===== src/rtl/uart_rx_framed.sv =====
// Framed UART receiver: runtime baud divisor, optional parity, 1/2 stop bits, error flags
// and a ready/valid holding register fed from a 2FF-synchronised rx pin.
module uart_rx_framed #(
    parameter int DATA_BITS    = 8,
    parameter int DIVISOR_BITS = 16
) (
    input  logic                    clock,
    input  logic                    reset,
    input  logic                    rx_i,
    input  logic [DIVISOR_BITS-1:0] divisor_i,
    input  logic [1:0]              parity_i,
    input  logic                    two_stop_i,
    output logic [DATA_BITS-1:0]    data_o,
    output logic                    valid_o,
    input  logic                    ready_i,
    output logic                    parity_err_o,
    output logic                    frame_err_o,
    output logic                    break_o,
    output logic                    overrun_o,
    output logic                    busy_o
);
    localparam logic [2:0] S_IDLE      = 3'd0;
    localparam logic [2:0] S_START     = 3'd1;
    localparam logic [2:0] S_DATA      = 3'd2;
    localparam logic [2:0] S_PARITY    = 3'd3;
    localparam logic [2:0] S_STOP      = 3'd4;
    localparam logic [2:0] S_WAIT_HIGH = 3'd5;

    logic                    rx_meta_q, rx_sync_q;
    logic [2:0]              state_q, state_d;
    logic [DIVISOR_BITS-1:0] cnt_q, cnt_d, div_q, div_d;
    logic [1:0]              par_mode_q, par_mode_d;
    logic                    two_stop_q, two_stop_d;
    logic [3:0]              bit_q, bit_d;
    logic [DATA_BITS-1:0]    shift_q, shift_d;
    logic                    par_bit_q, par_bit_d;
    logic                    ferr_q, ferr_d;
    logic [DATA_BITS-1:0]    data_q, data_d;
    logic                    valid_q, valid_d, perr_q, perr_d, fe_q, fe_d;
    logic                    brk_q, brk_d, ovr_q, ovr_d;
    logic                    tick, par_en, load;
    logic                    frame_perr, frame_ferr, frame_brk;

    assign tick   = (cnt_q == '0);
    assign par_en = par_mode_q[0] ^ par_mode_q[1];

    // Only meaningful on the last stop sample, where rx_sync_q is that sample.
    assign frame_ferr = ferr_q | ~rx_sync_q;
    assign frame_perr = par_en & (^{shift_q, par_bit_q} ^ par_mode_q[1]);
    assign frame_brk  = frame_ferr & (shift_q == '0) & (~par_en | ~par_bit_q);

    always_comb begin
        state_d    = state_q;
        cnt_d      = cnt_q;
        div_d      = div_q;
        par_mode_d = par_mode_q;
        two_stop_d = two_stop_q;
        bit_d      = bit_q;
        shift_d    = shift_q;
        par_bit_d  = par_bit_q;
        ferr_d     = ferr_q;
        load       = 1'b0;
        case (state_q)
            S_IDLE: begin
                if (!rx_sync_q) begin
                    state_d    = S_START;
                    cnt_d      = (divisor_i >> 1) - 1'b1;
                    div_d      = divisor_i;
                    par_mode_d = parity_i;
                    two_stop_d = two_stop_i;
                    bit_d      = '0;
                    par_bit_d  = 1'b0;
                    ferr_d     = 1'b0;
                end
            end
            S_WAIT_HIGH: begin
                if (rx_sync_q) state_d = S_IDLE;
            end
            default: begin
                if (!tick) begin
                    cnt_d = cnt_q - 1'b1;
                end else begin
                    cnt_d = div_q - 1'b1;
                    case (state_q)
                        S_START: state_d = rx_sync_q ? S_IDLE : S_DATA;
                        S_DATA: begin
                            shift_d = {rx_sync_q, shift_q[DATA_BITS-1:1]};
                            if (bit_q == 4'(DATA_BITS - 1)) begin
                                bit_d   = '0;
                                state_d = par_en ? S_PARITY : S_STOP;
                            end else begin
                                bit_d = bit_q + 4'd1;
                            end
                        end
                        S_PARITY: begin
                            par_bit_d = rx_sync_q;
                            state_d   = S_STOP;
                        end
                        S_STOP: begin
                            ferr_d = frame_ferr;
                            if (two_stop_q && bit_q == 4'd0) begin
                                bit_d = 4'd1;
                            end else begin
                                load    = 1'b1;
                                state_d = rx_sync_q ? S_IDLE : S_WAIT_HIGH;
                            end
                        end
                        default: state_d = S_IDLE;
                    endcase
                end
            end
        endcase
    end

    // Holding register: a load in the same cycle as an accept wins and is not an overrun.
    always_comb begin
        data_d  = data_q;
        valid_d = valid_q;
        perr_d  = perr_q;
        fe_d    = fe_q;
        brk_d   = brk_q;
        ovr_d   = ovr_q;
        if (valid_q && ready_i) begin
            valid_d = 1'b0;
            perr_d  = 1'b0;
            fe_d    = 1'b0;
            brk_d   = 1'b0;
            ovr_d   = 1'b0;
        end
        if (load) begin
            data_d  = shift_q;
            valid_d = 1'b1;
            perr_d  = frame_perr;
            fe_d    = frame_ferr;
            brk_d   = frame_brk;
            ovr_d   = valid_q & ~ready_i;
        end
    end

    always_ff @(posedge clock) begin
        if (reset) begin
            rx_meta_q  <= 1'b1;
            rx_sync_q  <= 1'b1;
            state_q    <= S_IDLE;
            cnt_q      <= '0;
            div_q      <= '0;
            par_mode_q <= '0;
            two_stop_q <= 1'b0;
            bit_q      <= '0;
            shift_q    <= '0;
            par_bit_q  <= 1'b0;
            ferr_q     <= 1'b0;
            data_q     <= '0;
            valid_q    <= 1'b0;
            perr_q     <= 1'b0;
            fe_q       <= 1'b0;
            brk_q      <= 1'b0;
            ovr_q      <= 1'b0;
        end else begin
            rx_meta_q  <= rx_i;
            rx_sync_q  <= rx_meta_q;
            state_q    <= state_d;
            cnt_q      <= cnt_d;
            div_q      <= div_d;
            par_mode_q <= par_mode_d;
            two_stop_q <= two_stop_d;
            bit_q      <= bit_d;
            shift_q    <= shift_d;
            par_bit_q  <= par_bit_d;
            ferr_q     <= ferr_d;
            data_q     <= data_d;
            valid_q    <= valid_d;
            perr_q     <= perr_d;
            fe_q       <= fe_d;
            brk_q      <= brk_d;
            ovr_q      <= ovr_d;
        end
    end

    assign data_o       = data_q;
    assign valid_o      = valid_q;
    assign parity_err_o = perr_q;
    assign frame_err_o  = fe_q;
    assign break_o      = brk_q;
    assign overrun_o    = ovr_q;
    assign busy_o       = (state_q != S_IDLE);
endmodule


===== config.mk =====
export PLATFORM = sky130hd
export DESIGN_NAME = uart_rx_framed
export DESIGN_NICKNAME = d
export VERILOG_FILES = /design/src/rtl/uart_rx_framed.sv
export SDC_FILE = /design/constraint.sdc
export NUM_CORES = 1
export LEC_CHECK = 0
export CAP_MARGIN = 20
export CELL_PAD_IN_SITES_DETAIL_PLACEMENT = 0
export CELL_PAD_IN_SITES_GLOBAL_PLACEMENT = 1
export CORE_MARGIN = 2
export CORE_UTILIZATION = 35
export CTS_BUF_LIST = sky130_fd_sc_hd__clkbuf_2 sky130_fd_sc_hd__clkbuf_4 sky130_fd_sc_hd__clkbuf_8
export DETAILED_ROUTE_END_ITERATION = 6
export GPL_TIMING_DRIVEN = 0
export PLACE_DENSITY_LB_ADDON = 0.05
export SETUP_SLACK_MARGIN = 0.02
export SLEW_MARGIN = 20
export SYNTH_ARGS = -nofsm -noshare
export SYNTH_HDL_FRONTEND = slang
export SYNTH_SLANG_ARGS = --single-unit

===== constraint.sdc =====
create_clock -name clock -period 2.8 [get_ports clock]
set_clock_uncertainty 0.2 [all_clocks]
set_input_delay 0.56 -clock clock [delete_from_list [all_inputs] [get_ports clock]]
set_output_delay 0.56 -clock clock [all_outputs]
set_load 0.05 [all_outputs]

Yosys cells after proc, flatten, opt, wreduce, memory -nomap -nowiden
Cells that the tools add are included.
Operators by class
  $add $sub $neg: 4
  bitwise logic cells: 14
  eq/ne operators: 11
  reductions and logical operators: 22
  multiplexer cells: 36
Operators with widths (count)
  $mux W16: 2
  $pmux W16 S2: 1
  $sub A16 B1 Y16 const B: 2
  $mux W3: 7
  $logic_not A16 Y1: 1
  $mux W4: 4
  $pmux W4 S2: 2
  $sub A15 B1 Y16 const B: 1
  $mux W1: 15
  $pmux W3 S4: 1
  $reduce_and A5 Y1: 2
  $reduce_bool A3 Y1: 3
  $reduce_xor A9 Y1: 1
  $logic_not A8 Y1: 1
  $reduce_and A4 Y1: 2
  $reduce_bool A2 Y1: 4
  $eq A3 B2 Y1 const B: 2
  $eq A3 B3 Y1 const B: 2
  $not A1 Y1: 6
  $pmux W3 S2: 1
  $add A4 B1 Y4 const B: 1
  $and A1 B1 Y1: 4
  $eq A4 B3 Y1 const B: 1
  $logic_not A4 Y1: 1
  other kinds (14): 20
Storage, ports and cells
  register bits: 67
  input bits: 23
  logic and storage cells: 104

Logic depth before layout (Yosys ltp)
  depth after elaboration: 7
  mapped depth: 12
  gate-level depth less buffers: 10

Least setup slack after synthesis
OpenSTA, ideal clock, no wires.
  path type: reg2reg
  start point: register state_q[1]
  end point: register cnt_q[14]
  setup time: 91 ps
  path buffers: 3
  arrival: 2521 ps
  setup slack: -12 ps
  stages on the path, launching flop included: 12
  path through: dfxtp_1 > buf_2 > nor3_4 > inv_2 > buf_6 > clkbuf_1 > o21bai_1 > ha_1 > o211ai_1 > nor3_2 > nand4_1 > a311oi_1
Between the ends
  longest elaborated chain between the ends: 3
  elaborated cells on any way between the ends: 6
Ends and longest elaborated chain
  start: declaration: line 30  | logic [2:0] state_q, state_d;
  start signal: assignment: line 162  | state_q <= state_d;
  $logic_not A3 Y1 / $eq A3 B3 Y1 (equally long branches): line 63  | case (state_q)
  $ne A2 B2 Y1 (no line) / $not A1 Y1 (equally long branches)
  $reduce_and A2 Y1 (no line)
  end signal: assignment: line 163  | cnt_q <= cnt_d;
  end: declaration: line 31  | logic [DIVISOR_BITS-1:0] cnt_q, cnt_d, div_q, div_d;
Parallel ways exist; a longest one is shown, timed or not.
A chain may end at the register's enable or synchronous reset.

Final worst setup path
Same ends and word-level chain as after synthesis.

==> results_dict.tcl <==
set metrics [dict create \
    net-switching-power_mw 0.955 \
    drv_slew 0 \
    die_h_um 105 \
    finalHoldViolations 0 \
    mostFrequentLayoutCells "sky130_fd_sc_hd__nand2_1 (79), sky130_fd_sc_hd__dfxtp_1 (60), sky130_fd_sc_hd__a21oi_1 (43), sky130_fd_sc_hd__nor2_1 (43), sky130_fd_sc_hd__clkdlybuf4s50_1 (35)" \
    full_die_area_um2 11100 \
    max_clock_freq_mhz 367 \
    clock_latency_ns 0.35 \
    synthFlopType "sky130_fd_sc_hd__dfxtp_1" \
    cts-buffers-inserted 9 \
    nFillCells 960 \
    detail_route.first_pass.iterations 4 \
    num-nets-final 525 \
    cp_max_fo 10 \
    drt_iter0_markers 129 \
    top_level_ports 37 \
    port_buffers 36 \
    setup_total_negative_slack_ns 0 \
    post_cts_hold_buffer_count 0 \
    yosys_register_bits 67 \
    arrival_time_at_the_worst_endpoint_ns 2.77 \
    die_w_um 105 \
    via_count_of_the_first_global_routing_pass 3233 \
    grt.total_usage_pct 19.7 \
    number_of_antenna_violations_at_the_first_check_in_global_routing 0 \
    final_layout_size_suffix_gt1_share_pct 16.1 \
    cts_buffer_depth 2 \
    drt-total-wl_um 10400 \
    register_area_um2 1350 \
    total_power_per_unit_cell_area_nw_per_um2 606 \
    layout_min_cycle_time_ns 2.72 \
    final.hold.worst_slack_ns 0.211 \
    fin_util_pct 46.7 \
    route.detailed.wl_per_inst_um 16.4 \
    synth-seq-area-share_pct 37.4 \
    rsz0062_at_grt "true" \
    gate_count_of_the_mapped_netlist 437 \
    route.detailed.drc 0 \
    finalNonFillerCells 637 \
    timing.final.setup_violations 0 \
    synth-async-reset-ratio_pct 0 \
    ant_nets 0 \
    cap_violations 0 \
    p_comb_share_pct 30.6 \
    path_cells "buf_2 -> nor3_4 -> inv_2 -> buf_6 -> clkbuf_8 -> o21bai_4 -> ha_4 -> o211ai_1 -> nor3_4 -> buf_6 -> nand4_1 -> a311oi_1" \
    startpoint_type "register" \
    ys_warn_count 0 \
    worstHoldPathType "reg2reg" \
    synth-edff-count 0 \
    fin_crit_sh_pct 97.3 \
    antenna-diode-count 0 \
    syn-mean-instance-area_um2 8.21 \
    worst-slew-pin-transition_ns 0.628 \
    vdd_drop_max_uv 303 \
    final_common_cell "sky130_fd_sc_hd__nand2_1" \
    core_region_um2 9860 \
    p_leak_nw 1.65 \
    via_count 3363 \
    floorplan.initialDensity_pct 36.4 \
    p_seq_share_pct 39.4 \
    grt_pass1_wl_um 17300 \
    synthesis.nets 463 \
    critical-path-max-stage-delay_ns 0.30 \
    viasPerCell 5.28 \
    post-dp-hpwl_um 7360 \
    path_class "reg2reg" \
    multi_input_comb_area_um2 2220 \
    sw_frac_of_total_pct 34.2 \
    slew_margin_rel_pct 58.2 \
    crit_path_end_kind "register" \
    cts_sinks 67 \
    cp_slowest_cell "sky130_fd_sc_hd__dfxtp_1" \
    dp.cells 606 \
    clk_pin_slew_ns 0.08 \
    power.clock.fraction_pct 30.0 \
    tritoncts "built" \
    rows 36 \
    outcome "complete, no violations" \
    cts.root.buffer_cell "sky130_fd_sc_hd__clkbuf_8" \
    area_growth_pct 28.2 \
    maximum_number_of_pins_on_one_net_before_global_route_repair 13 \
    worstPathRequired_ns 2.85 \
    yosys.cell_types.count 73 \
    gp_routability_congestion 0.814 \
    cell_internal_pwr_mw 1.84 \
    netlist_area_um2 3590 \
    h-tree-depth 3 \
    globalRoute.totalOverflow 0 \
]
-- per-layer routing --
metal  up-vias  wire length [µm]  global-route usage [%]
li1       1692                 -                       -
met1      1591              4950                    25.9
met2        68              4880                    31.8
met3        12               404                    4.51
met4         0               189                    6.57
met5         -                 0                       0
-- power by group through the flow --
stage / logic, mW / clock network (mW) / registers [mW]
floorplan: 0.492 / 0 / 1.08
global placement: 0.679 / 0 / 1.10
detailed placement: 0.682 / 0 / 1.10
CTS: 0.803 / 0.863 / 1.09
global route: 0.924 / 0.902 / 1.11
finish: 0.854 / 0.837 / 1.10
-- critical path: cells and delay by family, from the launching register on --
family	cells	cell delay (ns)
flops	1	0.30
buf+inv	5	0.78
fa+ha+maj	1	0.16
simple gates	3	0.60
compound gates	3	0.58
-- path summary, 6_finish.rpt --
check / from / end / slack (ns) / cells past startpoint
worst max-delay path: state_q[1]$_SDFFE_PP0P_ / cnt_q[14]$_SDFFE_PP0P_ / 0.08 / 12
worst min register to register: rx_meta_q$_SDFF_PP1_ / rx_sync_q$_SDFF_PP1_ / 0.21 / 1
worst min-delay path: rx_meta_q$_SDFF_PP1_ / rx_sync_q$_SDFF_PP1_ / 0.21 / 1
worst max register to register: state_q[1]$_SDFFE_PP0P_ / cnt_q[14]$_SDFFE_PP0P_ / 0.08 / 12
-- synth_stat cells, types with 2 or more instances --
library cell / n / area (µm²)
sky130_fd_sc_hd__a211oi_1: 12 / 90.1
sky130_fd_sc_hd__a21o_1: 6 / 45.0
sky130_fd_sc_hd__a21oi_1: 44 / 220
sky130_fd_sc_hd__a311oi_1: 8 / 70.1
sky130_fd_sc_hd__and2_1: 2 / 12.5
sky130_fd_sc_hd__and4_1: 2 / 17.5
sky130_fd_sc_hd__buf_2: 5 / 25.0
sky130_fd_sc_hd__buf_6: 2 / 22.5
sky130_fd_sc_hd__clkbuf_1: 21 / 78.8
sky130_fd_sc_hd__dfxtp_1: 67 / 1340
sky130_fd_sc_hd__ha_1: 3 / 37.5
sky130_fd_sc_hd__inv_1: 5 / 18.8
sky130_fd_sc_hd__mux2i_1: 16 / 160
sky130_fd_sc_hd__nand2_1: 79 / 297
sky130_fd_sc_hd__nand2b_1: 5 / 31.3
sky130_fd_sc_hd__nand3_1: 10 / 50.1
sky130_fd_sc_hd__nand4_1: 3 / 18.8
sky130_fd_sc_hd__nor2_1: 43 / 161
sky130_fd_sc_hd__nor2b_1: 4 / 25.0
sky130_fd_sc_hd__nor3_1: 6 / 30.0
sky130_fd_sc_hd__nor3_4: 2 / 32.5
sky130_fd_sc_hd__nor3b_1: 2 / 15.0
sky130_fd_sc_hd__nor4_1: 5 / 31.3
sky130_fd_sc_hd__nor4_2: 4 / 50.1
sky130_fd_sc_hd__o211ai_1: 3 / 22.5
sky130_fd_sc_hd__o21a_1: 2 / 15.0
sky130_fd_sc_hd__o21ai_0: 5 / 25.0
sky130_fd_sc_hd__o21ai_1: 10 / 50.1
sky130_fd_sc_hd__o21bai_1: 3 / 22.5
sky130_fd_sc_hd__o221ai_2: 2 / 30.0
sky130_fd_sc_hd__or2_1: 2 / 12.5
sky130_fd_sc_hd__or2_2: 2 / 12.5
sky130_fd_sc_hd__or3_1: 2 / 12.5
sky130_fd_sc_hd__xnor2_1: 10 / 87.6
sky130_fd_sc_hd__xor2_1: 2 / 17.5
-- what timing repair did --
| action | CTS | global route |
|---|---|---|
| pin swaps | 10 | 9 |
| endpoints found under the setup margin | 9 | 18 |
| buffers inserted | 12 | 3 |
| gates resized for setup | 24 | 15 |
-- cell type report --
type                    count  share of cell area [%]
plain buffers              28                    3.59
clock buffers              10                    2.99
clock inverters             6                    1.41
inverters                   6                   0.489
multi-input cells         336                    48.2
flip-flops and latches     67                    29.3
well taps                 133                    3.62
repair buffers             51                    10.4
-- flip-flops by register name, summed over array words and instances, names as in the netlist, 2 cells and up --
register    cells
shift_q         8
cnt_q          16
par_mode_q      2
bit_q           4
state_q         3
div_q          16
data_o          8
-- per-stage QoR --
step / total power [mW] / setup WS, ns / instance area [µm²]
after floorplan: 1.57 / 0.132 / 3590
after global placement: 1.78 / -0.441 / 4120
after detailed placement: 1.78 / -0.458 / 4120
after CTS: 2.76 / 0.0275 / 4510
after global routing: 2.93 / -0.0493 / 4600
final: 2.79 / 0.0754 / 4600
-- cells by family after synthesis --
family	synth area share, %
mux	5.51
flops	37.4
compound gates	22.4
simple gates	26.6
fa+ha+maj	1.05
buf+inv	4.15
xor+xnor	2.93
(Power assumes the default switching activity.)
==> RTL change (config.mk and constraints unchanged) <==
Register the output `frame_err_o` once more, with the module's reset; this adds one clock of latency there. The other outputs are not delayed to match.
--- a/src/rtl/uart_rx_framed.sv
+++ b/src/rtl/uart_rx_framed.sv
@@ -180,7 +180,13 @@
     assign data_o       = data_q;
     assign valid_o      = valid_q;
     assign parity_err_o = perr_q;
-    assign frame_err_o  = fe_q;
+    always_ff @(posedge clock) begin
+        if (reset) begin
+            frame_err_o <= '0;
+        end else begin
+            frame_err_o <= fe_q;
+        end
+    end
     assign break_o      = brk_q;
     assign overrun_o    = ovr_q;
     assign busy_o       = (state_q != S_IDLE);
Check against the original RTL: no difference found for any inputs over 10 cycles, from zero or initial values and one cycle with reset high; that may be too few to reach the edited logic, so the function may still have changed.
==> RTL change against the unedited design <==
First-iteration DRC count down 5.4%; total power down 0.47%; global-route usage up 0.41 points; setup slack better by 10 ps; die area down 2.2%; sequential cell count up 1; area after synthesis down 2.2%; cell area up 3.5%; maximum frequency up 0.37%; routed wire length up 2.4%; worst hold slack better by 12 ps; non-clock buffer count up 17; critical path type is now in -> reg; largest power group unchanged.
==> RTL change: results (changes against the unedited design) <==
Run status
  • Outcome: completed (unchanged)

Detailed routing
  • Met3 Wirelength: 339 um (was 404 um)
  • WL met1: 4850 um (was 4950 um)
  • DR WL/cell: 16.5 um (was 16.4 um)
  • Met2 Wirelength: 5390 um (was 4880 um)
  • Via count: 3399 (was 3363)
  • DRT iter0 DRCs: 122 (was 129)

Global route
  • M2 GR Usage: 35.2% (was 31.8%)
  • Met3 usage: 4.70% (was 4.51%)
  • Global Route Usage Sum: 20.1% (was 19.7%)
  • Global-route wire length before repair: 17300 um (about the same)
  • Vias in the first global route: 3313 (was 3233)

Logic synthesis
  • Syn Nets: 458 (was 463)
  • Commonest cells post-synth: dfxtp_1 (68), nand2_1 (59), nor2_1 (56), a21oi_1 (40), mux2i_1 (23) (was nand2_1 (79), dfxtp_1 (67), a21oi_1 (44), nor2_1 (43), clkbuf_1 (21))
  • Synth Area per Inst: 8.12 um2 (was 8.21 um2)
  • Post-synth cell types: 59 (was 73)

Place
  • Pre-CTS WS: -649 ps (was -458 ps)
  • Gpl congestion: 0.839 (was 0.814)
  • Placed insts: 601 (was 606)
  • Post-DP HPWL: 7200 um (was 7360 um)

Final layout
  • Multi-input combinational cell count: 326 (was 336)
  • Non-Clock Buffer Count: 96 (was 79)
  • Fillers: 988 (was 960)
  • Net count, final: 536 (was 525)
  • Fraction of area in registers: 29.7% (was 29.3%)
  • Clk_buf instances: 11 (was 10)
  • Layout cells sized above 1: 22.7% (was 16.1%)
  • Non-CTS inverters: 9 (was 6)
  • Clock network area share: 3.84% (was 4.40%)

STA
  • Worst slew margin: 57.1% (was 58.2%)

Worst setup path
  • CP peak stage delay: 530 ps (was 300 ps)
  • Slowest cell on the critical path: or4_4 (was dfxtp_1)
  • Crit-path leading delay family: simple AND/OR/NAND/NOR gates (was buffers and inverters)

Power and ir drop
  • Leakage power: 1.77 nW (was 1.65 nW)
==> RTL change: repair_timing <==
item | 4_1_cts | 5_1_grt
buffers inserted | 19 | 17
pin swaps | 20 | 20
resized for setup | 49 | 27
endpoints found under the hold margin | 0 | 0
setup endpoints to repair | 18 | 18
==> RTL change: cell families after synthesis <==
kind of cell / Yosys count / share of synthesized area, %
fa+ha+maj: 3 / 1.07
compound gates: 109 / 20.5
xor+xnor: 13 / 3.24
mux: 29 / 8.48
buf+inv: 38 / 4.60
simple gates: 172 / 23.3
flops: 68 / 38.8
==> RTL change: worst reg2reg max path, stage by stage, from the launching register on <==
cell	delay, ps
dfxtp_4	370
nor3_4	220
buf_12	140
buf_12	120
clkbuf_16	140
nor2_2	40
a21oi_2	110
ha_2	200
inv_2	40
a311oi_4	360
and3_4	290
nand4_1	110
a311oi_2	280
==> RTL change: power by group <==
group	internal [W]	switching, W
registers	0.00104	0.0000796
clock network	0.000355	0.000412
logic	0.000417	0.000471
total	0.00182	0.000963
==> RTL change: through the flow <==
step / total power (W) / util (%) / setup TNS, ps / hold WS [ps] / cell area, um2
final: 0.00278 / 48.7 / 0 / 223 / 4760
after detailed placement: 0.00178 / 42.3 / -6100 / 200 / 4130
after global placement: 0.00177 / 42.3 / -6100 / 200 / 4130
after global routing: 0.00293 / 48.7 / -79.3 / 251 / 4760
after floorplan: 0.00157 / - / 0 / 189 / 3600
after CTS: 0.00272 / 47.0 / -1.37 / 224 / 4590
==> RTL change: worst paths after layout <==
| path | to | startpoint | slack [ps] |
|---|---|---|---|
| worst max-delay path | cnt_q[11] | divisor_i[5] | 90 |
| worst min-delay path | rx_sync_q | rx_meta_q | 220 |
| worst max register to register | cnt_q[14] | state_q[1] | 100 |
| worst min register to register | rx_sync_q | rx_meta_q | 220 |
